==> config.mk <==
export PLATFORM = sky130hd
export DESIGN_NAME = wb_periph_ic_flat
export DESIGN_NICKNAME = d
export VERILOG_FILES = /design/src/rtl/wb_periph_ic_pkg.sv /design/src/rtl/wb_periph_ic_if.sv /design/src/rtl/wb_periph_ic_timeout.sv /design/src/rtl/wb_periph_ic.sv /design/src/flat_wrapper.sv
export SDC_FILE = /design/constraint.sdc
export NUM_CORES = 1
export LEC_CHECK = 0
export ABC_AREA = 1
export BUFFER_PORTS_ARGS = -buffer_cell sky130_fd_sc_hd__clkbuf_2
export CAP_MARGIN = 10
export CORE_AREA = 2 2 178 180
export CTS_CLUSTER_DIAMETER = 120
export DETAILED_ROUTE_END_ITERATION = 16
export DIE_AREA = 0 0 180 182
export GPL_ROUTABILITY_DRIVEN = 0
export PLACE_DENSITY = 0.52
export SLEW_MARGIN = 20
export SYNTH_ARGS = -nofsm -noshare
export SYNTH_HDL_FRONTEND = slang
export SYNTH_SLANG_ARGS = --single-unit
==> constraint.sdc <==
create_clock -name wb_clk_i -period 4.6 [get_ports wb_clk_i]
set_clock_uncertainty 0.05 [all_clocks]
set_input_delay 0 -clock wb_clk_i [delete_from_list [all_inputs] [get_ports wb_clk_i]]
set_output_delay 0 -clock wb_clk_i [all_outputs]
set_load 0.005 [all_outputs]
==> src/rtl/wb_periph_ic_pkg.sv <==
// Shared types and constants for the Wishbone peripheral interconnect:
// FSM encoding, slot decode geometry and the populated-slot map.
package wb_ic_pkg;

  typedef enum logic [1:0] {
    ST_IDLE = 2'd0,
    ST_BUSY = 2'd1,
    ST_DONE = 2'd2
  } ic_state_t;

  localparam int DATA_W    = 32;
  localparam int SEL_W     = 4;
  localparam int SLOT_LSB  = 17;
  localparam int SLOT_W    = 3;
  localparam int NUM_SLOTS = 1 << SLOT_W;

  localparam int SLOT_TMR   = 0;
  localparam int SLOT_UART  = 1;
  localparam int SLOT_PSRAM = 2;
  localparam int SLOT_DAC   = 4;
  localparam int SLOT_ADC   = 5;

  localparam logic [NUM_SLOTS-1:0] DEFAULT_SLOT_MASK =
    NUM_SLOTS'((1 << SLOT_TMR) | (1 << SLOT_UART) | (1 << SLOT_PSRAM) |
               (1 << SLOT_DAC) | (1 << SLOT_ADC));

  function automatic logic [NUM_SLOTS-1:0] slot_onehot(input logic [SLOT_W-1:0] s);
    slot_onehot    = '0;
    slot_onehot[s] = 1'b1;
  endfunction

endpackage

==> src/rtl/wb_periph_ic_if.sv <==
// Bus bundle of the interconnect: host-side Wishbone slave port plus the
// shared peripheral-side master port with per-slot strobes, acks and read data.
interface wb_periph_ic_if;
  import wb_ic_pkg::*;

  // Classic Wishbone: a request is cyc & stb held with stable adr/dat/sel/we
  // until the responder returns a single-cycle ack; dropping cyc abandons it.
  logic                        wbs_cyc_i;
  logic                        wbs_stb_i;
  logic                        wbs_we_i;
  logic [SEL_W-1:0]            wbs_sel_i;
  logic [DATA_W-1:0]           wbs_adr_i;
  logic [DATA_W-1:0]           wbs_dat_i;
  logic                        wbs_ack_o;
  logic [DATA_W-1:0]           wbs_dat_o;

  logic                        s_cyc_o;
  logic                        s_we_o;
  logic [NUM_SLOTS-1:0]        s_stb_o;
  logic [DATA_W-1:0]           s_adr_o;
  logic [DATA_W-1:0]           s_dat_o;
  logic [SEL_W-1:0]            s_sel_o;
  logic [NUM_SLOTS-1:0]        s_ack_i;
  logic [NUM_SLOTS*DATA_W-1:0] s_dat_i;

  modport slave (
    input  wbs_cyc_i, wbs_stb_i, wbs_we_i, wbs_sel_i, wbs_adr_i, wbs_dat_i,
    output wbs_ack_o, wbs_dat_o,
    output s_cyc_o, s_we_o, s_stb_o, s_adr_o, s_dat_o, s_sel_o,
    input  s_ack_i, s_dat_i
  );

  modport master (
    output wbs_cyc_i, wbs_stb_i, wbs_we_i, wbs_sel_i, wbs_adr_i, wbs_dat_i,
    input  wbs_ack_o, wbs_dat_o,
    input  s_cyc_o, s_we_o, s_stb_o, s_adr_o, s_dat_o, s_sel_o,
    output s_ack_i, s_dat_i
  );

endinterface

==> src/rtl/wb_periph_ic_timeout.sv <==
// Loadable up-counter that flags when TIMEOUT-1 cycles have elapsed since load.
module wb_ic_timeout #(
  parameter int TIMEOUT = 255
) (
  input  logic clk,
  input  logic rst,
  input  logic load,
  input  logic en,
  output logic tc
);

  localparam int CW = $clog2(TIMEOUT + 1);
  localparam logic [CW-1:0] TERM = CW'(TIMEOUT - 1);

  logic [CW-1:0] count;

  always_ff @(posedge clk or posedge rst) begin
    if (rst) begin
      count <= '0;
    end else if (load) begin
      count <= '0;
    end else if (en) begin
      count <= count + 1'b1;
    end
  end

  assign tc = (count == TERM);

endmodule

==> src/rtl/wb_periph_ic.sv <==
// Registered Wishbone interconnect: decodes adr[19:17] into eight slots,
// forwards one transfer at a time and self-terminates unmapped or stalled ones.
module wb_periph_ic
  import wb_ic_pkg::*;
#(
  parameter logic [NUM_SLOTS-1:0] SLOT_MASK    = DEFAULT_SLOT_MASK,
  parameter int                   TIMEOUT      = 255,
  parameter logic [DATA_W-1:0]    DEFAULT_DATA = 32'hDEADBEEF
) (
  input  logic              wb_clk_i,
  input  logic              wb_rst_i,
  wb_periph_ic_if.slave     bus,
  input  logic              err_clr_i,
  output logic              err_o,
  output logic [SLOT_W-1:0] err_slot_o,
  output ic_state_t         dbg_state
);

  ic_state_t         state;
  logic [SLOT_W-1:0] slot;
  logic [SLOT_W-1:0] req_slot;
  logic [DATA_W-1:0] slot_rdata;
  logic              req;
  logic              cnt_load;
  logic              cnt_en;
  logic              cnt_tc;

  assign req      = bus.wbs_cyc_i & bus.wbs_stb_i;
  assign req_slot = bus.wbs_adr_i[SLOT_LSB +: SLOT_W];
  // Read mux keyed by the latched slot so a changing host address cannot glitch it.
  assign slot_rdata = bus.s_dat_i[{slot, 5'd0} +: DATA_W];
  assign cnt_load   = (state == ST_IDLE);
  assign cnt_en     = (state == ST_BUSY);
  assign dbg_state  = state;

  wb_ic_timeout #(.TIMEOUT(TIMEOUT)) u_timeout (
    .clk  (wb_clk_i),
    .rst  (wb_rst_i),
    .load (cnt_load),
    .en   (cnt_en),
    .tc   (cnt_tc)
  );

  always_ff @(posedge wb_clk_i or posedge wb_rst_i) begin
    if (wb_rst_i) begin
      state         <= ST_IDLE;
      slot          <= '0;
      bus.wbs_ack_o <= 1'b0;
      bus.wbs_dat_o <= '0;
      bus.s_cyc_o   <= 1'b0;
      bus.s_stb_o   <= '0;
      bus.s_adr_o   <= '0;
      bus.s_dat_o   <= '0;
      bus.s_sel_o   <= '0;
      bus.s_we_o    <= 1'b0;
      err_o         <= 1'b0;
      err_slot_o    <= '0;
    end else begin
      bus.wbs_ack_o <= 1'b0;
      // A set later in this block overrides the clear in the same cycle.
      if (err_clr_i) begin
        err_o <= 1'b0;
      end
      case (state)
        ST_IDLE: begin
          if (req) begin
            bus.s_adr_o <= bus.wbs_adr_i;
            bus.s_dat_o <= bus.wbs_dat_i;
            bus.s_sel_o <= bus.wbs_sel_i;
            bus.s_we_o  <= bus.wbs_we_i;
            slot        <= req_slot;
            if (SLOT_MASK[req_slot]) begin
              state       <= ST_BUSY;
              bus.s_cyc_o <= 1'b1;
              bus.s_stb_o <= slot_onehot(req_slot);
            end else begin
              state         <= ST_DONE;
              bus.wbs_dat_o <= DEFAULT_DATA;
              err_o         <= 1'b1;
              err_slot_o    <= req_slot;
            end
          end
        end
        ST_BUSY: begin
          if (!bus.wbs_cyc_i) begin
            state       <= ST_IDLE;
            bus.s_cyc_o <= 1'b0;
            bus.s_stb_o <= '0;
          end else if (bus.s_ack_i[slot]) begin
            state         <= ST_DONE;
            bus.s_cyc_o   <= 1'b0;
            bus.s_stb_o   <= '0;
            bus.wbs_dat_o <= bus.s_we_o ? '0 : slot_rdata;
          end else if (cnt_tc) begin
            state         <= ST_DONE;
            bus.s_cyc_o   <= 1'b0;
            bus.s_stb_o   <= '0;
            bus.wbs_dat_o <= DEFAULT_DATA;
            err_o         <= 1'b1;
            err_slot_o    <= slot;
          end
        end
        ST_DONE: begin
          state         <= ST_IDLE;
          bus.wbs_ack_o <= 1'b1;
        end
        default: begin
          state <= ST_IDLE;
        end
      endcase
    end
  end

endmodule
==> src/flat_wrapper.sv <==
// flat-port wrapper written by rule: the top's interface ports become plain ports
module wb_periph_ic_flat import wb_ic_pkg::*;
#(
  parameter logic [NUM_SLOTS-1:0] SLOT_MASK    = DEFAULT_SLOT_MASK,
  parameter int                   TIMEOUT      = 255,
  parameter logic [DATA_W-1:0]    DEFAULT_DATA = 32'hDEADBEEF
)
  (wb_clk_i, wb_rst_i, err_clr_i, err_o, err_slot_o, dbg_state, bus_wbs_cyc_i, bus_wbs_stb_i, bus_wbs_we_i, bus_wbs_sel_i, bus_wbs_adr_i, bus_wbs_dat_i, bus_wbs_ack_o, bus_wbs_dat_o, bus_s_cyc_o, bus_s_we_o, bus_s_stb_o, bus_s_adr_o, bus_s_dat_o, bus_s_sel_o, bus_s_ack_i, bus_s_dat_i);
  wb_periph_ic_if bus_i ();
  input  logic wb_clk_i;
  input  logic wb_rst_i;
  input  logic err_clr_i;
  output logic err_o;
  output logic [SLOT_W-1:0] err_slot_o;
  output ic_state_t dbg_state;
  input wire logic [$bits(bus_i.wbs_cyc_i)-1:0] bus_wbs_cyc_i;
  input wire logic [$bits(bus_i.wbs_stb_i)-1:0] bus_wbs_stb_i;
  input wire logic [$bits(bus_i.wbs_we_i)-1:0] bus_wbs_we_i;
  input wire logic [$bits(bus_i.wbs_sel_i)-1:0] bus_wbs_sel_i;
  input wire logic [$bits(bus_i.wbs_adr_i)-1:0] bus_wbs_adr_i;
  input wire logic [$bits(bus_i.wbs_dat_i)-1:0] bus_wbs_dat_i;
  output wire logic [$bits(bus_i.wbs_ack_o)-1:0] bus_wbs_ack_o;
  output wire logic [$bits(bus_i.wbs_dat_o)-1:0] bus_wbs_dat_o;
  output wire logic [$bits(bus_i.s_cyc_o)-1:0] bus_s_cyc_o;
  output wire logic [$bits(bus_i.s_we_o)-1:0] bus_s_we_o;
  output wire logic [$bits(bus_i.s_stb_o)-1:0] bus_s_stb_o;
  output wire logic [$bits(bus_i.s_adr_o)-1:0] bus_s_adr_o;
  output wire logic [$bits(bus_i.s_dat_o)-1:0] bus_s_dat_o;
  output wire logic [$bits(bus_i.s_sel_o)-1:0] bus_s_sel_o;
  input wire logic [$bits(bus_i.s_ack_i)-1:0] bus_s_ack_i;
  input wire logic [$bits(bus_i.s_dat_i)-1:0] bus_s_dat_i;
  assign bus_i.wbs_cyc_i = bus_wbs_cyc_i;
  assign bus_i.wbs_stb_i = bus_wbs_stb_i;
  assign bus_i.wbs_we_i = bus_wbs_we_i;
  assign bus_i.wbs_sel_i = bus_wbs_sel_i;
  assign bus_i.wbs_adr_i = bus_wbs_adr_i;
  assign bus_i.wbs_dat_i = bus_wbs_dat_i;
  assign bus_wbs_ack_o = bus_i.wbs_ack_o;
  assign bus_wbs_dat_o = bus_i.wbs_dat_o;
  assign bus_s_cyc_o = bus_i.s_cyc_o;
  assign bus_s_we_o = bus_i.s_we_o;
  assign bus_s_stb_o = bus_i.s_stb_o;
  assign bus_s_adr_o = bus_i.s_adr_o;
  assign bus_s_dat_o = bus_i.s_dat_o;
  assign bus_s_sel_o = bus_i.s_sel_o;
  assign bus_i.s_ack_i = bus_s_ack_i;
  assign bus_i.s_dat_i = bus_s_dat_i;
  wb_periph_ic #(.SLOT_MASK(SLOT_MASK), .TIMEOUT(TIMEOUT), .DEFAULT_DATA(DEFAULT_DATA)) u_core (.wb_clk_i(wb_clk_i), .wb_rst_i(wb_rst_i), .bus(bus_i), .err_clr_i(err_clr_i), .err_o(err_o), .err_slot_o(err_slot_o), .dbg_state(dbg_state));
endmodule
Word level (Yosys, flattened, before mapping)
Memory sizes are Yosys's and may differ from the RTL's.
Cells that the tools add are included.
Widths: inputs -> output; s select.
{"block": "totals", "ff_bits": 128, "mem_bits_ro": 8, "in_bits": 338, "output_inout_bits": 117, "word_cells": 85, "memories": 1}
{"block": "classes", "add_sub_neg": 1, "order_cmp": 3, "n_eq_ne": 11, "shift": 1, "muxes": 46, "bitwise_logic": 1, "reduce_logical": 8}
{"name": "(name not given)", "depth": 8, "word_bits": 1, "rd": 1, "rd_ports_with_merged_regs": 0, "write_ports": 0, "line": "wb_periph_ic.sv:72", "rtl": "if (SLOT_MASK[req_slot]) begin"}
{"op": "$shiftx 256x9->32", "n": 1}
{"op": "$mux 32", "n": 6}
{"op": "$pmux 32 s2", "n": 1}
{"op": "$mux 8", "n": 7}
{"op": "$pmux 8 s2", "n": 1}
{"op": "$mux 1", "n": 15}
{"op": "$mux 3", "n": 5}
{"op": "$mux 2", "n": 5}
{"op": "$ne 2x2->1 const B", "n": 5}
{"op": "$add 8x1->8 const B", "n": 1}
{"op": "$eq 8x8->1 const B", "n": 1}
{"op": "$lt 3x4->1 const B", "n": 2}
{"op": "$pmux 3 s2", "n": 1}
{"op": "$reduce_and 6->1", "n": 1}
{"op": "$reduce_and 5->1", "n": 1}
{"op": "$ne 4x4->1 const B", "n": 1}
{"op": "$pmux 1 s2", "n": 2}
{"op": "$pmux 2 s2", "n": 1}
{"op": "$reduce_and 2->1", "n": 2}
{"op": "$reduce_and 4->1", "n": 1}
{"op": "$bmux 1 s3", "n": 1}
{"op": "$demux 1 s3", "n": 1}
{"op": "$ge 3x1->1 const B", "n": 1}
{"op": "$ne 3x3->1 const B", "n": 1}
{"op": "7 further kinds", "n": 7}

Longest topological paths before layout
{"block": "logic_depth", "depth_word": 7, "depth_mapped": 11, "ltp_nobuf": 10}

Cells and area by module
A second synthesis with hierarchy kept.
{"block": "unflattened", "hier_cells": 1156, "hier_area_um2": 7629.8}
{"mod": "wb_periph_ic", "n_inst": 1, "cells_each": 1096, "area_each_um2": 7159.4, "seq_area_each_um2": 2927.8}
{"mod": "wb_ic_timeout", "n_inst": 1, "cells_each": 60, "area_each_um2": 470.5, "seq_area_each_um2": 200.2}

Worst setup path after synthesis
Ideal clock, no wire load.
{"block": "synth_timing", "path_kind": "register -> register", "from": "reg u_core.bus.s_adr_o[19] (netlist name)", "to": "reg u_core.bus.wbs_dat_o[10]", "setup_time_ps": 117, "arrival_ps": 1498, "t_required_ps": 4433, "setup_slack_ps": 2935, "stages_incl_launch_ff": 10, "path_buffers": 2, "synth_period_minus_slack_ps": 1665, "cell_sequence": "dfrtp_1 > clkbuf_1 > clkinv_1 > nand3_1 > nand2_2 > nor2_2 > buf_2 > nand2_1 > nand2_1 > nand2_1"}
{"item": "end signal, assigned", "line": "wb_periph_ic.sv:93", "rtl": "bus.wbs_dat_o <= bus.s_we_o ? '0 : slot_rdata;"}
{"item": "end, declared", "line": "wb_periph_ic_if.sv:28", "rtl": "output wbs_ack_o, wbs_dat_o,"}

Worst setup path in the final report
{"block": "layout_timing", "from": "reg u_core.slot[0]", "to": "reg u_core.bus.wbs_dat_o[22]"}
{"block": "layout_between", "elab_chain_cells": 5, "word_cells_on_any_way": 9, "classes_between": "1 x eq/ne; 1 x shift; 6 x mux; 1 x reduce/logical"}
{"item": "start, declared", "line": "wb_periph_ic.sv:20", "rtl": "logic [SLOT_W-1:0] slot;"}
{"item": "start signal, assigned", "line": "wb_periph_ic.sv:71", "rtl": "slot <= req_slot;"}
{"item": "$shiftx 256x9->32 or $bmux 1 s3 (tied branches)", "line": "wb_periph_ic.sv:31, wb_periph_ic.sv:89"}
{"item": "$mux 32 or $mux 1 (tied branches)", "line": "wb_periph_ic.sv:93, wb_periph_ic.sv:89"}
{"item": "$mux 32", "line": "wb_periph_ic.sv:89", "rtl": "end else if (bus.s_ack_i[slot]) begin"}
{"item": "$mux 32", "line": "wb_periph_ic.sv:85", "rtl": "if (!bus.wbs_cyc_i) begin"}
{"item": "$pmux 32 s2", "line": "wb_periph_ic.sv:64", "rtl": "case (state)"}
Parallel ways exist; a longest one is shown, timed or not. The select of a mux whose other input is x is not followed.
A chain may end at the register's enable or synchronous reset.

==> results.sh <==
export IMPL_final_cell_area_um2=11500
export IMPL_gr_usage_met3=0.0513
export IMPL_hold_viol=0
export IMPL_vias=9207
export IMPL_multiInputGateArea_um2=3800
export IMPL_drive_gt1_frac=0.317
export IMPL_worst_slew_pin_slew_ps=932
export IMPL_ios=455
export IMPL_synth_cells=1095
export IMPL_core_area_um2=31000
export IMPL_syn_area_um2=7390
export IMPL_postSynthAreaPerCell_um2=6.75
export IMPL_crit_required_ps=4910
export IMPL_critPathArrivalTime_ps=3530
export IMPL_path_max_fanout=73
export IMPL_p_leak_nw=6.12
export IMPL_syn_to_final_growth_pct=55.1
export IMPL_viasPerCell=4.57
export IMPL_die_w_um=180
export IMPL_synth_compound_area_frac=0.163
export IMPL_seq_area_um2=3140
export IMPL_clock_sinks=125
export IMPL_placed_cell_area_um2=9920
export IMPL_outcome="finished clean"
export IMPL_slew_violations=0
export IMPL_start_kind="register"
export IMPL_rsz0062_at_grt="no"
export IMPL_finalNetCount=1936
export IMPL_overflow=0
export IMPL_relSlewSlack=0.379
export IMPL_drt_wl_total_um=33100
export IMPL_met2_usage=0.337
export IMPL_reg2reg_setup_slack_ps=1380
export IMPL_fp_dieH_um=182
export IMPL_grt_pass1_vias=9234
export IMPL_hold_path_class="in2reg"
export IMPL_antenna_found_initial=3
export IMPL_timing_fmax_mhz=310
export IMPL_clk_latency_ps=420
export IMPL_use_met1=0.239
export IMPL_synth_seq_cells=125
export IMPL_clockBufferDepth=2
export IMPL_yosysSeqAreaShare=0.423
export IMPL_hpwl_um=24100
export IMPL_fillerInstances=3363
export IMPL_cts_htree_levels=4
export IMPL_post_cts_setup_buffers=0
export IMPL_synthSimpleGateAreaFrac=0.347
export IMPL_gr_max_usage_layer="met2"
export IMPL_grt_pass1_wl_um=50700
export IMPL_initial_core_util=0.238
export IMPL_drv_cap=0
export IMPL_path_clk_slew_ps=60
export IMPL_setup_tns_ps=0
export IMPL_cts_buffers_inserted=17
export IMPL_drtAntennaViolNets=0
export IMPL_ir_drop_mv=0.224
export IMPL_synth_xor_area_share=0.00119
export IMPL_grt_use_total=0.197
export IMPL_grt_max_degree=101
export IMPL_period_share=0.701
export IMPL_end_kind="register"
export IMPL_dieArea_um2=32800
export IMPL_yosys_warnings=0
export IMPL_rows=65
export IMPL_cts_tree="built"
export IMPL_synth_fa_ha_area_frac=0.00339
export IMPL_synthMuxAreaShare=0
export IMPL_synth_cell_types=29
export IMPL_min_period_ps=3220
export IMPL_synth_top_family_by_area="simple AND/OR/NAND/NOR gates"
export IMPL_powerDensity_nw_per_um2=593
export IMPL_drc=0
export IMPL_drt_iter0_drc=417
export IMPL_synth_nets=1435
export IMPL_wl_per_cell_um=16.4
export IMPL_first_pass_iters=4
export IMPL_path_class="reg2reg"
export IMPL_root_buffer="clkbuf_16"
export IMPL_setup_viol=0
export IMPL_numPortBuffers=454
worst max-delay path, stage by stage, from the launching register on:
cell and delay (ps):
dfrtp_4 820, buf_4 680, nand2_1 110, nand3_1 110, nand3_1 100, nand2_2 150
a21oi_4 60, buf_4 270, inv_2 490, nand2_1 120, nand2_1 100
layout make-up:
type                            count  share of cell area
Multi-Input combinational cell    863               0.332
Timing Repair Buffer              558               0.287
Sequential cell                   125               0.274
Tap cell                          402              0.0439
Clock buffer                       19              0.0387
Clock inverter                     13              0.0137
Inverter                           31              0.0108
Antenna cell                        3            0.000655
power breakdown:
part           total [mW]  internal, mW  switching, mW
combinational        3.32          1.29           2.03
clock                1.40         0.828          0.574
sequential           2.07          1.60          0.466
total                6.79          3.72           3.07
cell usage in the layout, fill, tap and decap left out, drive strengths merged, types with 2 or more instances in the layout:
cell         count
nor3b            2
nand4            6
dfrtp          125
buf             11
nor3             8
clkinv           5
dlygate4sd3     93
a21oi            6
nor2           220
o211ai          56
bufinv           2
ha               2
nand3           50
diode            3
inv             36
clkbuf         473
nand2          365
o21ai          142
layer usage:
layer	up-vias	share of wire
li1	4552	-
met1	4245	0.42
met2	365	0.49
met3	45	0.067
met4	0	0.027
met5	-	0
cell usage after synthesis:
| cell | n | area share |
|---|---|---|
| dfrtp_1 | 125 | 0.42 |
| inv_2 | 2 | 0.0010 |
| nand4_1 | 6 | 0.0051 |
| clkbuf_1 | 50 | 0.025 |
| buf_6 | 4 | 0.0061 |
| nor3b_1 | 2 | 0.0020 |
| a31oi_1 | 1 | 0.00085 |
| clkinv_1 | 1 | 0.00051 |
| inv_1 | 28 | 0.014 |
| o21ai_0 | 142 | 0.096 |
| o22ai_1 | 1 | 0.00085 |
| buf_1 | 6 | 0.0030 |
| nand3_2 | 2 | 0.0027 |
| buf_2 | 12 | 0.0081 |
| and3_1 | 1 | 0.00085 |
| buf_4 | 4 | 0.0041 |
| a31o_2 | 1 | 0.0012 |
| ha_1 | 2 | 0.0034 |
| nor2_2 | 1 | 0.00085 |
| nand2_2 | 2 | 0.0017 |
| nand2_1 | 363 | 0.18 |
| nor3_1 | 8 | 0.0054 |
| a21oi_4 | 1 | 0.0022 |
| o211ai_1 | 56 | 0.057 |
| a21oi_1 | 5 | 0.0034 |
| nand3_1 | 48 | 0.033 |
| xor2_1 | 1 | 0.0012 |
| o21a_1 | 1 | 0.0010 |
| nor2_1 | 219 | 0.11 |
flip-flops by register name, indices dropped and copies added, names as in the netlist:
name	count
u_core.bus.s_dat_o	32
u_core.bus.wbs_dat_o	32
u_core.bus.s_adr_o	30
u_core.bus.s_stb_o	8
u_core.u_timeout.count	8
u_core.bus.s_sel_o	4
u_core.err_slot_o	3
u_core.dbg_state	2
u_core.slot	2
u_core.bus.s_cyc_o	1
u_core.bus.s_we_o	1
u_core.bus.wbs_ack_o	1
u_core.err_o	1
through the flow:
step | power (mW) | cells | util | hold slack (ps) | setup slack (ps)
2_1_floorplan | 3.98 | 1095 | - | 66.6 | 1220
3_3_place_gp | 5.30 | 1886 | 0.320 | 150 | 1460
3_5_place_dp | 5.33 | 1886 | 0.320 | 154 | 1380
4_1_cts | 6.88 | 2011 | 0.370 | 3.40 | 1360
5_1_grt | 7.41 | 2014 | 0.370 | 38.5 | 1060
6_report | 6.79 | 2014 | 0.370 | 15.4 | 1380
kinds of logic after synthesis:
logic type	Yosys count
AOI/OAI and AO/OA	208
DFF	125
buffers and inverters	107
adders and majority gates	2
and+or+nand+nor	652
xor gates and xnor gates	1
worst paths after layout:
| kind | startpoint | endpoint | cells after the start |
|---|---|---|---|
| hold reg to reg | u_core.bus.s_dat_o[28] | u_core.bus.s_dat_o[28] | 2 |
| max in group asynchronous | wb_rst_i | u_core.bus.wbs_dat_o[23] | 4 |
| setup / recovery | u_core.slot[0] | u_core.bus.wbs_dat_o[22] | 10 |
| min in group asynchronous | wb_rst_i | u_core.bus.s_adr_o[7] | 3 |
| hold / removal | bus_s_dat_i[169] | u_core.bus.wbs_dat_o[9] | 7 |
| setup reg to reg | u_core.slot[0] | u_core.bus.wbs_dat_o[22] | 10 |
timing repair:
action | 4_1_cts | 5_1_grt
hold endpoints to repair | 190 | 0
resized for setup | 0 | 0
hold buffers | 93 | 0
No activity file was read; power rests on OpenSTA's default activity.
